<file path="src/rtl/fp_sigmoid_pkg.sv">
// fp_sigmoid_pkg
// Shared definitions for the sigmoid output stage: FSM state encoding,
// op-select for the shared arithmetic unit, and the IEEE-754 single
// constants used by the Newton-Raphson reciprocal.
package fp_sigmoid_pkg;

    typedef enum logic [3:0] {
        S_IDLE,
        S_ADD,
        S_SCALE,
        S_SEED_M,
        S_SEED_A,
        S_NR_M1,
        S_NR_S,
        S_NR_M2,
        S_FIX,
        S_DONE
    } state_e;

    typedef enum logic [1:0] {
        OP_MUL,
        OP_ADD,
        OP_SUB
    } op_e;

    localparam logic [31:0] FP_ONE   = 32'h3F800000;
    localparam logic [31:0] FP_TWO   = 32'h40000000;
    localparam logic [31:0] SEED_A   = 32'h4034B4B5;
    localparam logic [31:0] SEED_B   = 32'h3FF0F0F1;
    localparam logic [31:0] FP_QNAN  = 32'h7FC00000;
    localparam logic [7:0]  EXP_HALF = 8'd126;

endpackage

</file>
<file path="src/rtl/fp_sigmoid_opunit.sv">
// fp_sigmoid_opunit
// Shared combinational FP arithmetic for the sigmoid stage: one multiplier
// and one adder, selected by i_op (MUL / ADD / SUB). Both cores round to
// nearest-even, treat denormal operands as zero and flush underflow to zero.
// Ports:
//   i_a, i_b  : IEEE-754 single operands
//   i_op      : operation select
//   o_result  : IEEE-754 single result

module Floating_Point_Multiplier (
    input  logic [31:0] i_a,
    input  logic [31:0] i_b,
    output logic [31:0] o_product
);
    logic [47:0] w_prod;
    logic [9:0]  w_exp;
    logic [23:0] w_keep;
    logic [24:0] w_mant;
    logic [22:0] w_frac;
    logic        w_guard;
    logic        w_sticky;
    logic        w_sign;

    // Full 24x24 product, normalise by at most one place, then round to
    // nearest-even using the guard bit and the OR of everything below it.
    always_comb begin
        w_sign = i_a[31] ^ i_b[31];
        w_prod = {24'b0, 1'b1, i_a[22:0]} * {24'b0, 1'b1, i_b[22:0]};
        w_exp  = {2'b00, i_a[30:23]} + {2'b00, i_b[30:23]} - 10'd127;
        if (w_prod[47]) begin
            w_keep   = w_prod[47:24];
            w_guard  = w_prod[23];
            w_sticky = |w_prod[22:0];
            w_exp    = w_exp + 10'd1;
        end else begin
            w_keep   = w_prod[46:23];
            w_guard  = w_prod[22];
            w_sticky = |w_prod[21:0];
        end
        w_mant = {1'b0, w_keep} + {24'b0, w_guard & (w_sticky | w_keep[0])};
        if (w_mant[24]) begin
            w_frac = w_mant[23:1];
            w_exp  = w_exp + 10'd1;
        end else begin
            w_frac = w_mant[22:0];
        end
        if (i_a[30:23] == 8'd0 || i_b[30:23] == 8'd0 || $signed(w_exp) <= 10'sd0) begin
            o_product = {w_sign, 31'b0};
        end else if ($signed(w_exp) >= 10'sd255) begin
            o_product = {w_sign, 8'hFF, 23'b0};
        end else begin
            o_product = {w_sign, w_exp[7:0], w_frac};
        end
    end
endmodule

module Floating_Point_Adder (
    input  logic [31:0] i_a,
    input  logic [31:0] i_b,
    output logic [31:0] o_sum
);
    logic [31:0] w_big;
    logic [31:0] w_small;
    logic [7:0]  w_diff;
    logic [26:0] w_mBig;
    logic [53:0] w_ext;
    logic [26:0] w_aligned;
    logic [27:0] w_sum;
    logic [26:0] w_norm;
    logic [4:0]  w_lz;
    logic [9:0]  w_exp;
    logic [24:0] w_round;
    logic [22:0] w_frac;

    // Order operands by magnitude so the result sign is the larger one's,
    // align the smaller with three extra bits (guard, round, sticky),
    // add or subtract, renormalise with a leading-zero count, then round
    // to nearest-even.
    always_comb begin
        if (i_a[30:0] >= i_b[30:0]) begin
            w_big   = i_a;
            w_small = i_b;
        end else begin
            w_big   = i_b;
            w_small = i_a;
        end
        w_diff = w_big[30:23] - w_small[30:23];
        w_mBig = {1'b1, w_big[22:0], 3'b000};
        w_ext  = {1'b1, w_small[22:0], 3'b000, 27'b0} >> w_diff;
        if (w_diff > 8'd26) begin
            w_aligned = 27'd1;
        end else begin
            w_aligned = {w_ext[53:28], |w_ext[27:0]};
        end
        w_exp = {2'b00, w_big[30:23]};
        if (w_big[31] == w_small[31]) begin
            w_sum = {1'b0, w_mBig} + {1'b0, w_aligned};
        end else begin
            w_sum = {1'b0, w_mBig} - {1'b0, w_aligned};
        end
        w_lz = 5'd27;
        for (int i = 0; i < 27; i++) begin
            if (w_sum[i]) begin
                w_lz = 5'(26 - i);
            end
        end
        if (w_sum[27]) begin
            w_norm = {w_sum[27:2], w_sum[1] | w_sum[0]};
            w_exp  = w_exp + 10'd1;
        end else begin
            w_norm = w_sum[26:0] << w_lz;
            w_exp  = w_exp - {5'b0, w_lz};
        end
        w_round = {1'b0, w_norm[26:3]} + {24'b0, w_norm[2] & (w_norm[3] | w_norm[1] | w_norm[0])};
        if (w_round[24]) begin
            w_frac = w_round[23:1];
            w_exp  = w_exp + 10'd1;
        end else begin
            w_frac = w_round[22:0];
        end
        if (w_small[30:23] == 8'd0) begin
            o_sum = w_big;
        end else if (w_sum == 28'd0) begin
            o_sum = 32'b0;
        end else if ($signed(w_exp) <= 10'sd0) begin
            o_sum = {w_big[31], 31'b0};
        end else if ($signed(w_exp) >= 10'sd255) begin
            o_sum = {w_big[31], 8'hFF, 23'b0};
        end else begin
            o_sum = {w_big[31], w_exp[7:0], w_frac};
        end
    end
endmodule

module fp_sigmoid_opunit
    import fp_sigmoid_pkg::*;
(
    input  logic [31:0] i_a,
    input  logic [31:0] i_b,
    input  op_e         i_op,
    output logic [31:0] o_result
);
    logic [31:0] w_addB;
    logic [31:0] w_product;
    logic [31:0] w_sum;

    // Subtraction is addition with the second operand's sign inverted.
    assign w_addB   = (i_op == OP_SUB) ? {~i_b[31], i_b[30:0]} : i_b;
    assign o_result = (i_op == OP_MUL) ? w_product : w_sum;

    Floating_Point_Multiplier u_mul (
        .i_a      (i_a),
        .i_b      (i_b),
        .o_product(w_product)
    );

    Floating_Point_Adder u_add (
        .i_a  (i_a),
        .i_b  (w_addB),
        .o_sum(w_sum)
    );
endmodule

</file>
<file path="src/rtl/fp_sigmoid_nr.sv">
// fp_sigmoid_nr
// Sigmoid output stage: takes e = e^-x and returns y = 1/(1+e), computing
// the reciprocal by Newton-Raphson on one shared multiplier/adder, one
// operation per cycle. Normal inputs produce out_valid 5+3*NR_ITERS cycles
// after the accept edge; special inputs produce it one cycle after accept.
// Ports:
//   clk, rst             : clock, async active-high reset
//   in_valid / in_ready  : input handshake, exp_in is e (IEEE-754 single)
//   out_valid / out_ready: output handshake, sig_out is y (IEEE-754 single)
//   err                  : exp_in was NaN or negative nonzero

module fp_sigmoid_nr
    import fp_sigmoid_pkg::*;
#(
    parameter int NR_ITERS = 3
) (
    input  logic        clk,
    input  logic        rst,
    input  logic        in_valid,
    output logic        in_ready,
    input  logic [31:0] exp_in,
    output logic        out_valid,
    input  logic        out_ready,
    output logic [31:0] sig_out,
    output logic        err
);
    state_e      r_state;
    logic [31:0] r_e;
    logic [31:0] r_d;
    logic [7:0]  r_k;
    logic [31:0] r_t;
    logic [31:0] r_r;
    logic [1:0]  r_iter;
    logic [31:0] r_result;
    logic        r_err;
    logic        r_outValid;
    logic        r_inReady;

    logic [31:0] w_opA;
    logic [31:0] w_opB;
    op_e         w_op;
    logic [31:0] w_opResult;
    logic [9:0]  w_fixExp;

    assign in_ready  = r_inReady;
    assign out_valid = r_outValid;
    assign sig_out   = r_result;
    assign err       = r_err;

    // Undo the range reduction: 1/d = r * 2^-k, so subtract k from r's
    // exponent field; anything that lands at or below zero is flushed.
    assign w_fixExp = {2'b00, r_r[30:23]} - {2'b00, r_k};

    // Operand steering for the shared arithmetic unit, one op per state.
    always_comb begin
        w_opA = FP_ONE;
        w_opB = r_e;
        w_op  = OP_ADD;
        case (r_state)
            S_SEED_M: begin w_opA = SEED_B; w_opB = r_d; w_op = OP_MUL; end
            S_SEED_A: begin w_opA = SEED_A; w_opB = r_t; w_op = OP_SUB; end
            S_NR_M1:  begin w_opA = r_d;    w_opB = r_r; w_op = OP_MUL; end
            S_NR_S:   begin w_opA = FP_TWO; w_opB = r_t; w_op = OP_SUB; end
            S_NR_M2:  begin w_opA = r_r;    w_opB = r_t; w_op = OP_MUL; end
            default:  ;
        endcase
    end

    fp_sigmoid_opunit u_opunit (
        .i_a     (w_opA),
        .i_b     (w_opB),
        .i_op    (w_op),
        .o_result(w_opResult)
    );

    // Main sequencer. Special inputs are classified in S_ADD so every
    // output comes from a register; the normal path walks the seed and
    // Newton-Raphson states and then rescales in S_FIX.
    always_ff @(posedge clk or posedge rst) begin
        if (rst) begin
            r_state    <= S_IDLE;
            r_e        <= 32'b0;
            r_d        <= 32'b0;
            r_k        <= 8'b0;
            r_t        <= 32'b0;
            r_r        <= 32'b0;
            r_iter     <= 2'b0;
            r_result   <= 32'b0;
            r_err      <= 1'b0;
            r_outValid <= 1'b0;
            r_inReady  <= 1'b1;
        end else begin
            case (r_state)
                S_IDLE: begin
                    if (in_valid) begin
                        r_e       <= exp_in;
                        r_inReady <= 1'b0;
                        r_state   <= S_ADD;
                    end
                end
                S_ADD: begin
                    if (r_e[30:23] == 8'd0) begin
                        r_result   <= FP_ONE;
                        r_err      <= 1'b0;
                        r_outValid <= 1'b1;
                        r_state    <= S_DONE;
                    end else if (r_e[31] || (r_e[30:23] == 8'hFF && r_e[22:0] != 23'd0)) begin
                        r_result   <= FP_QNAN;
                        r_err      <= 1'b1;
                        r_outValid <= 1'b1;
                        r_state    <= S_DONE;
                    end else if (r_e[30:23] == 8'hFF) begin
                        r_result   <= 32'b0;
                        r_err      <= 1'b0;
                        r_outValid <= 1'b1;
                        r_state    <= S_DONE;
                    end else begin
                        r_d     <= w_opResult;
                        r_state <= S_SCALE;
                    end
                end
                S_SCALE: begin
                    r_d     <= {1'b0, EXP_HALF, r_d[22:0]};
                    r_k     <= r_d[30:23] - EXP_HALF;
                    r_iter  <= 2'b0;
                    r_state <= S_SEED_M;
                end
                S_SEED_M: begin
                    r_t     <= w_opResult;
                    r_state <= S_SEED_A;
                end
                S_SEED_A: begin
                    r_r     <= w_opResult;
                    r_state <= S_NR_M1;
                end
                S_NR_M1: begin
                    r_t     <= w_opResult;
                    r_state <= S_NR_S;
                end
                S_NR_S: begin
                    r_t     <= w_opResult;
                    r_state <= S_NR_M2;
                end
                S_NR_M2: begin
                    r_r    <= w_opResult;
                    r_iter <= r_iter + 2'd1;
                    if (r_iter == 2'(NR_ITERS - 1)) begin
                        r_state <= S_FIX;
                    end else begin
                        r_state <= S_NR_M1;
                    end
                end
                S_FIX: begin
                    if ($signed(w_fixExp) <= 10'sd0) begin
                        r_result <= 32'b0;
                    end else begin
                        r_result <= {1'b0, w_fixExp[7:0], r_r[22:0]};
                    end
                    r_err      <= 1'b0;
                    r_outValid <= 1'b1;
                    r_state    <= S_DONE;
                end
                S_DONE: begin
                    if (out_ready) begin
                        r_outValid <= 1'b0;
                        r_inReady  <= 1'b1;
                        r_state    <= S_IDLE;
                    end
                end
                default: begin
                    r_state <= S_IDLE;
                end
            endcase
        end
    end
endmodule
</file>
<file path="config.mk">
export PLATFORM = sky130hd
export DESIGN_NAME = fp_sigmoid_nr
export DESIGN_NICKNAME = d
export VERILOG_FILES = /design/src/rtl/fp_sigmoid_pkg.sv /design/src/rtl/fp_sigmoid_opunit.sv /design/src/rtl/fp_sigmoid_nr.sv
export SDC_FILE = /design/constraint.sdc
export NUM_CORES = 2
export LEC_CHECK = 0
export BUFFER_PORTS_ARGS = -buffer_cell sky130_fd_sc_hd__buf_4
export CORE_UTILIZATION = 55
export CTS_CLUSTER_SIZE = 8
export DETAILED_ROUTE_END_ITERATION = 16
export PLACE_DENSITY = 0.74
export SLEW_MARGIN = 20
export SYNTH_ARGS = -nofsm -noshare
export SYNTH_HDL_FRONTEND = slang
export SYNTH_HIERARCHICAL = 1
export SYNTH_SLANG_ARGS = --single-unit
</file>
<file path="constraint.sdc">
create_clock -name clk -period 13.1 [get_ports clk]
set_input_delay 0 -clock clk [delete_from_list [all_inputs] [get_ports clk]]
set_output_delay 0 -clock clk [all_outputs]
set_load 0.03 [all_outputs]
</file>
==> Yosys cells after proc, flatten, opt, wreduce, memory -nomap -nowiden <==
Index checks and enable logic that the tools add are counted.
{ "op_classes": {"add_sub_neg": 15, "multipliers": 1, "order_cmp": 7, "n_eq_ne": 19, "shifts": 2, "n_mux": 81, "bitwise_logic": 12, "reduce_logical": 32} }
{ "op_table": {"columns": ["operator", "count"], "rows": [
  ["two-way mux 32 bit", 12],
  ["case mux 32 bit (5 select lines)", 1],
  ["two-way mux 31 bit", 5],
  ["two-way mux 5 bit", 26],
  ["case mux 32 bit (2 select lines)", 2],
  ["case mux 32 bit (3 select lines)", 1],
  ["two-way mux 27 bit", 2],
  [">> shifter 54 x 8 -> 54 bit", 1],
  ["adder 24 x 1 -> 25 bit", 2],
  ["multiplier 24 x 24 -> 48 bit", 1],
  ["two-way mux 23 bit", 2],
  ["two-way mux 10 bit", 4],
  ["case mux 4 bit (10 select lines)", 1],
  ["logical NOT 8 bit", 4],
  ["greater-or-equal comparator 31 bit", 1],
  ["adder 10 x 1 -> 10 bit, second input constant", 3],
  ["adder 27 x 27 -> 28 bit", 1],
  ["logical NOT 28 bit", 1],
  ["two-way mux 28 bit", 1],
  ["OR reduction 28 bit", 1],
  ["subtractor 27 x 27 -> 28 bit", 1],
  ["<< shifter 27 x 5 -> 27 bit", 1],
  ["two-way mux 24 bit", 1],
  ["two-way mux 4 bit", 6],
  ["44 further kinds", 88]
]} }
{ "word_totals": {"register_bits": 177, "input_bits": 36, "output_inout_bits": 35, "word_cells": 181} }

==> Logic depth before layout (Yosys ltp) <==
{ "logic_depth": {"word_depth": 57, "ltp_mapped": 80, "ltp_nobuf": 67} }

==> Cells and area by module <==
Netlist, hierarchy kept.
{ "modules_own_cells": {"columns": ["mod", "n_inst", "cells_per_inst", "area_per_inst_um2", "seq_area_each_um2"], "rows": [
  ["Floating_Point_Multiplier", 1, 2764, 22671.7, 0.0],
  ["Floating_Point_Adder", 1, 2076, 13371.6, 0.0],
  ["fp_sigmoid_nr", 1, 839, 8749.6, 4405.5],
  ["fp_sigmoid_opunit", 1, 38, 436.7, 0.0]
]} }

==> Least setup slack after synthesis <==
No wires, ideal clock.
{ "synth_path": {"kind": "flip-flop to flip-flop", "start": "reg r_state[1]", "end": "reg r_r[11]", "setup_time_ns": 0.125, "arrival_time_ns": 14.377, "setup_slack_ns": -1.402, "path_stages_with_launch": 70, "n_path_buf": 19, "synth_period_minus_slack_ns": 14.502, "path_cell_list": "dfrtp_1 > clkbuf_1 > nor2_1 > clkbuf_1 > nand2_1 > a21oi_1 > a21oi_1 > o21ai_0 > inv_1 > ha_1 > nand4_1 > nor4_4 > a22oi_1 > and3_4 > buf_6 > nand2_2 > buf_2 > buf_1 > [... 34 more ...] > buf_6 > buf_2 > nor4_1 > a31oi_1 > o2bb2ai_1 > ha_1 > nand2_1 > or3b_1 > or4_1 > buf_2 > nor3_2 > xnor2_1 > nor4_2 > a2bb2oi_2 > buf_6 > o32ai_2 > mux2_2 > mux2_2"} }
{ "synth_between": {"elab_chain_cells": 52} }
{ "synth_rtl": {"columns": ["item", "line_no", "rtl"], "rows": [
  ["start, declared", "fp_sigmoid_nr.sv:27", "state_e r_state;"],
  ["start signal, assigned", "fp_sigmoid_nr.sv:81", "r_state <= S_IDLE;"],
  ["start signal, assigned", "fp_sigmoid_nr.sv:98", "r_state <= S_ADD;"],
  ["start signal, assigned", "fp_sigmoid_nr.sv:106", "r_state <= S_DONE;"],
  ["equality test 4 x 3 -> 1 bit", "fp_sigmoid_nr.sv:59", "case (r_state)"],
  ["OR reduction 3 bit (no source line)", null, null],
  ["case mux 32 bit (3 select lines) (*)", "fp_sigmoid_nr.sv:59", null],
  ["via w_opB[21]", "fp_sigmoid_nr.sv:40", "logic [31:0] w_opB;"],
  ["two-way mux 32 bit (*)", "fp_sigmoid_opunit.sv:148", "assign w_addB = (i_op == OP_SUB) ? {~i_b[31], i_b[30:0]} : i_b;"],
  ["greater-or-equal comparator 31 bit", "fp_sigmoid_opunit.sv:80", "if (i_a[30:0] >= i_b[30:0]) begin"],
  ["two-way mux 32 bit", "fp_sigmoid_opunit.sv:80", null],
  ["subtractor 8 bit", "fp_sigmoid_opunit.sv:87", "w_diff = w_big[30:23] - w_small[30:23];"],
  ["[... 39 more ...]", null, null],
  ["greater-or-equal comparator 10 x 9 -> 1 bit", "fp_sigmoid_opunit.sv:127", "end else if ($signed(w_exp) >= 10'sd255) begin"],
  ["two-way mux 31 bit", "fp_sigmoid_opunit.sv:127", null],
  ["two-way mux 31 bit", "fp_sigmoid_opunit.sv:125", "end else if ($signed(w_exp) <= 10'sd0) begin"],
  ["two-way mux 32 bit", "fp_sigmoid_opunit.sv:123", "end else if (w_sum == 28'd0) begin"],
  ["two-way mux 32 bit (*)", "fp_sigmoid_opunit.sv:121", "if (w_small[30:23] == 8'd0) begin"],
  ["via u_opunit.w_sum[11]", "fp_sigmoid_opunit.sv:145", "logic [31:0] w_sum;"],
  ["two-way mux 32 bit (*)", "fp_sigmoid_opunit.sv:149", "assign o_result = (i_op == OP_MUL) ? w_product : w_sum;"],
  ["via w_opResult[11]", "fp_sigmoid_nr.sv:42", "logic [31:0] w_opResult;"],
  ["end signal, assigned", "fp_sigmoid_nr.sv:133", "r_r <= w_opResult;"],
  ["end signal, assigned", "fp_sigmoid_nr.sv:145", "r_r <= w_opResult;"],
  ["end, declared", "fp_sigmoid_nr.sv:32", "logic [31:0] r_r;"]
]} }
Mark *: on every way through the listed nets, which the timed path passes. The rest lies on a longest branch.
A chain may end at the register's enable or synchronous reset.

==> Final worst setup path <==
{ "layout_path": {"start": "reg r_state[1]", "end": "reg r_t[19]"} }
{ "layout_between": {"elab_chain_cells": 52} }
{ "layout_rtl": {"columns": ["item", "line_no", "rtl"], "rows": [
  ["equality test 4 x 3 -> 1 bit", "fp_sigmoid_nr.sv:59", null],
  ["OR reduction 3 bit (no source line)", null, null],
  ["case mux 32 bit (3 select lines) (*)", "fp_sigmoid_nr.sv:59", null],
  ["via w_opB[21]", "fp_sigmoid_nr.sv:40", null],
  ["two-way mux 32 bit (*)", "fp_sigmoid_opunit.sv:148", null],
  ["greater-or-equal comparator 31 bit", "fp_sigmoid_opunit.sv:80", null],
  ["two-way mux 32 bit", "fp_sigmoid_opunit.sv:80", null],
  ["subtractor 8 bit", "fp_sigmoid_opunit.sv:87", null],
  ["[... 39 more ...]", null, null],
  ["greater-or-equal comparator 10 x 9 -> 1 bit", "fp_sigmoid_opunit.sv:127", null],
  ["two-way mux 31 bit", "fp_sigmoid_opunit.sv:127", null],
  ["two-way mux 31 bit", "fp_sigmoid_opunit.sv:125", null],
  ["two-way mux 32 bit", "fp_sigmoid_opunit.sv:123", null],
  ["two-way mux 32 bit (*)", "fp_sigmoid_opunit.sv:121", null],
  ["via u_opunit.w_sum[19]", "fp_sigmoid_opunit.sv:145", null],
  ["two-way mux 32 bit (*)", "fp_sigmoid_opunit.sv:149", null],
  ["via w_opResult[19]", "fp_sigmoid_nr.sv:42", null],
  ["end signal, assigned", "fp_sigmoid_nr.sv:129", "r_t <= w_opResult;"],
  ["end signal, assigned", "fp_sigmoid_nr.sv:137", "r_t <= w_opResult;"],
  ["end signal, assigned", "fp_sigmoid_nr.sv:141", "r_t <= w_opResult;"],
  ["end, declared", "fp_sigmoid_nr.sv:31", "logic [31:0] r_t;"]
]} }
Marked as above.

==> qor.csv <==
stage;metric;value;unit
outcome;status;finished clean;
die;IO Count;71;
clocking;CTS root buffer;clkbuf_16;
global_routing;number of global-route vias before repair;45522;
timing;final slew viol count;0;
yosys;post-synth top area share;21.51;%
die;Die X;288.8;µm
clocking;CTS Buf Count;17;
worst_setup_path;Slowest cell on crit path;or4b_4;
clocking;clk sinks;176;
die;die area;83390;µm²
worst_setup_path;CP endpoint kind;flip-flop;
global_routing;Total GRT Usage;45.42;%
yosys;Distinct cells, synth;153;
placed_design;dpl cell area;49610;µm²
worst_setup_path;slowest stage delay, CP;0.60;ns
clocking;Worst-path clk slew;0.06;ns
job;# Max-Cap Violations;0;
drt;vias;47041;
finish;Layout Nets;6837;
worst_setup_path;crit-path max FO;20;
yosys;YS warnings;6;
yosys;post-synth top area cell;fa_1;
global_routing;grt ovf;0;
yosys;Synth Flop Type;dfrtp_1;
drt;Pre-antenna DRT Iters;9;
finish;fin util;63.91;%
timing;min Tclk post-route;12.80;ns
die;Die Y-Extent;288.8;µm
placed_design;Buffers on Ports;69;
yosys;sequential share of the synthesized area;9.740;%
clocking;Clk Latency, worst-skew pair;0.47;ns
worst_setup_path;WP data arrival;13.14;ns
worst_setup_path;Critical Path RT;13.44;ns
global_routing;first-pass GRT wire length;284300;µm
drt;# DRC;0;
yosys;Seq cells post-synth;176;
die;Initial Util;55.88;%
yosys;asr flop ratio synth;100.0;%
placed_design;global placer's final weighted congestion;1.091;
timing;Final Cycle Share;97.67;%
die;core area;80940;µm²
timing;Hold Vio Cnt, Final;0;
finish;share of cells above drive strength 1;18.71;%
global_routing;largest net degree at the start of global routing;91;
timing;final worst setup slack;0.3049;ns
yosys;Synth area leaders;fa_1 (22%), dfrtp_1 (9.7%), ha_1 (8.0%);
worst_setup_path;Critical Path Source Type;flip-flop;
yosys;Post-synth EDFFs;0;
worst_setup_path;cell mode on critical path;buf_4;
clocking;H-tree depth;4;
finish;cell area after layout;51730;µm²
die;Rows;104;
timing;Worst-Margin Slew;1.119;ns
min_path;Hold Crit Class;input pin to async pin;
clocking;CTS Buffer Depth;2;
yosys;syn_area_per_cell;7.911;µm²
timing;Max transition margin;23.45;%
finish;synthesis-to-finish area growth;14.37;%
yosys;post-synthesis cell area;45230;µm²
drt;remaining antenna violation count after routing;0;
drt;wire length per cell;27.06;µm
drt;Vias per Instance;6.623;
yosys;top cells by count, synth;inv_1 (751), nand2_1 (677), fa_1 (486);
placed_design;pre-CTS WS;-0.06787;ns
timing;f_max;0.07816;GHz
global_routing;initial antenna violation count;6;
timing;Final setup viols;0;
yosys;Mapped Nets;6527;
worst_setup_path;Setup CP Type;flip-flop to flip-flop;
drt;routed wire length;192200;µm
yosys;most instantiated library cell after synthesis;inv_1;
timing;minimum hold slack;0.2735;ns
yosys;Mapped Cells;5717;
placed_design;HPWL after detailed placement;148800;µm
clocking;CTS tree;yes;
timing;Fin Clk Skew;0.01419;ns
drt;initial drt markers;5796;
[cells by family after synthesis]
logic type | Yosys count | share of synthesized area [%]
muxes | 227 | 5.784
adders and majority gates | 774 | 29.48
DFF | 176 | 9.740
buffers and inverters | 1085 | 9.688
other | 1 | 0.008291
AOI/OAI and AO/OA | 1308 | 20.50
xor gates and xnor gates | 128 | 2.559
and+or+nand+nor | 2018 | 22.25
[critical path, delay by kind of cell, from the launching register on]
kind / cells / cell delay [ns]
simple gates: 21 / 5.33
buf+inv: 15 / 2.26
mux: 2 / 0.59
flops: 1 / 0.41
fa+ha+maj: 3 / 0.66
compound gates: 17 / 3.00
xor+xnor: 2 / 0.35
[state kept, by name, summed over array words and instances, names as in the netlist]
name       flops
r_d           32
r_e           32
r_r           32
r_t           32
sig_out       31
r_k            8
r_state        4
r_iter         2
err            1
in_ready       1
out_valid      1
[routing by layer]
metal  global-route usage (%)  part of all wire, %  vias to the layer above
met5                        0                0.030                        -
met4                    21.47                  5.6                        8
met2                    65.68                   42                     3101
met1                    61.89                   40                    23088
met3                    13.64                   13                      617
li1                         -                    -                    20227
[through the flow]
step           std cells  setup TNS (ns)
2_1_floorplan       5717               0
3_3_place_gp        6992               0
3_5_place_dp        6992          -1.819
4_1_cts             7059               0
5_1_grt             7100          -7.292
6_report            7103               0
[layout by cell type, fill, tap and decap left out, types with 54 or more instances in the layout]
cell,instances
a21o_1,54
a21oi_1,304
a31oi_1,58
and2_1,262
buf_4,543
dfrtp_1,174
fa_1,486
ha_1,278
inv_1,749
mux2_2,157
nand2_1,673
nand3_1,108
nor2_1,414
nor3_1,110
o211ai_1,87
o21ai_0,150
xnor2_1,77
[timing repair]
action                     4_1_cts  5_1_grt
hold endpoints to repair       124        0
pin swaps                        0       65
hold buffers                    35        0
cloned                           0        4
setup endpoints to repair       69       93
resized for setup                4      163
buffers inserted                 0       36
[area by class of cell]
type	count	area, µm²
well taps	1060	1326
flip-flops and latches	176	4407
clock buffers	20	446.7
diodes	3	7.507
inverters	762	2877
clock inverters	12	110.1
repair buffers	614	5081
multi-input cells	4456	37470
fillers	7089	29210
[final timing paths]
path | start | slack [ns] | to | cells after the start
hold reg to reg | r_k[1] | 0.49 | r_k[1] | 2
min in group clk | exp_in[11] | 0.31 | r_e[11] | 3
setup / recovery | r_state[1] | 0.30 | r_t[19] | 60
setup reg to reg | r_state[1] | 0.30 | r_t[19] | 60
max in group asynchronous | rst | 11.52 | sig_out[11] | 4
hold / removal | rst | 0.27 | r_k[0] | 3
Power is not shown: default switching activity piles up to over one toggle a cycle in this logic, so the estimate is an artifact.
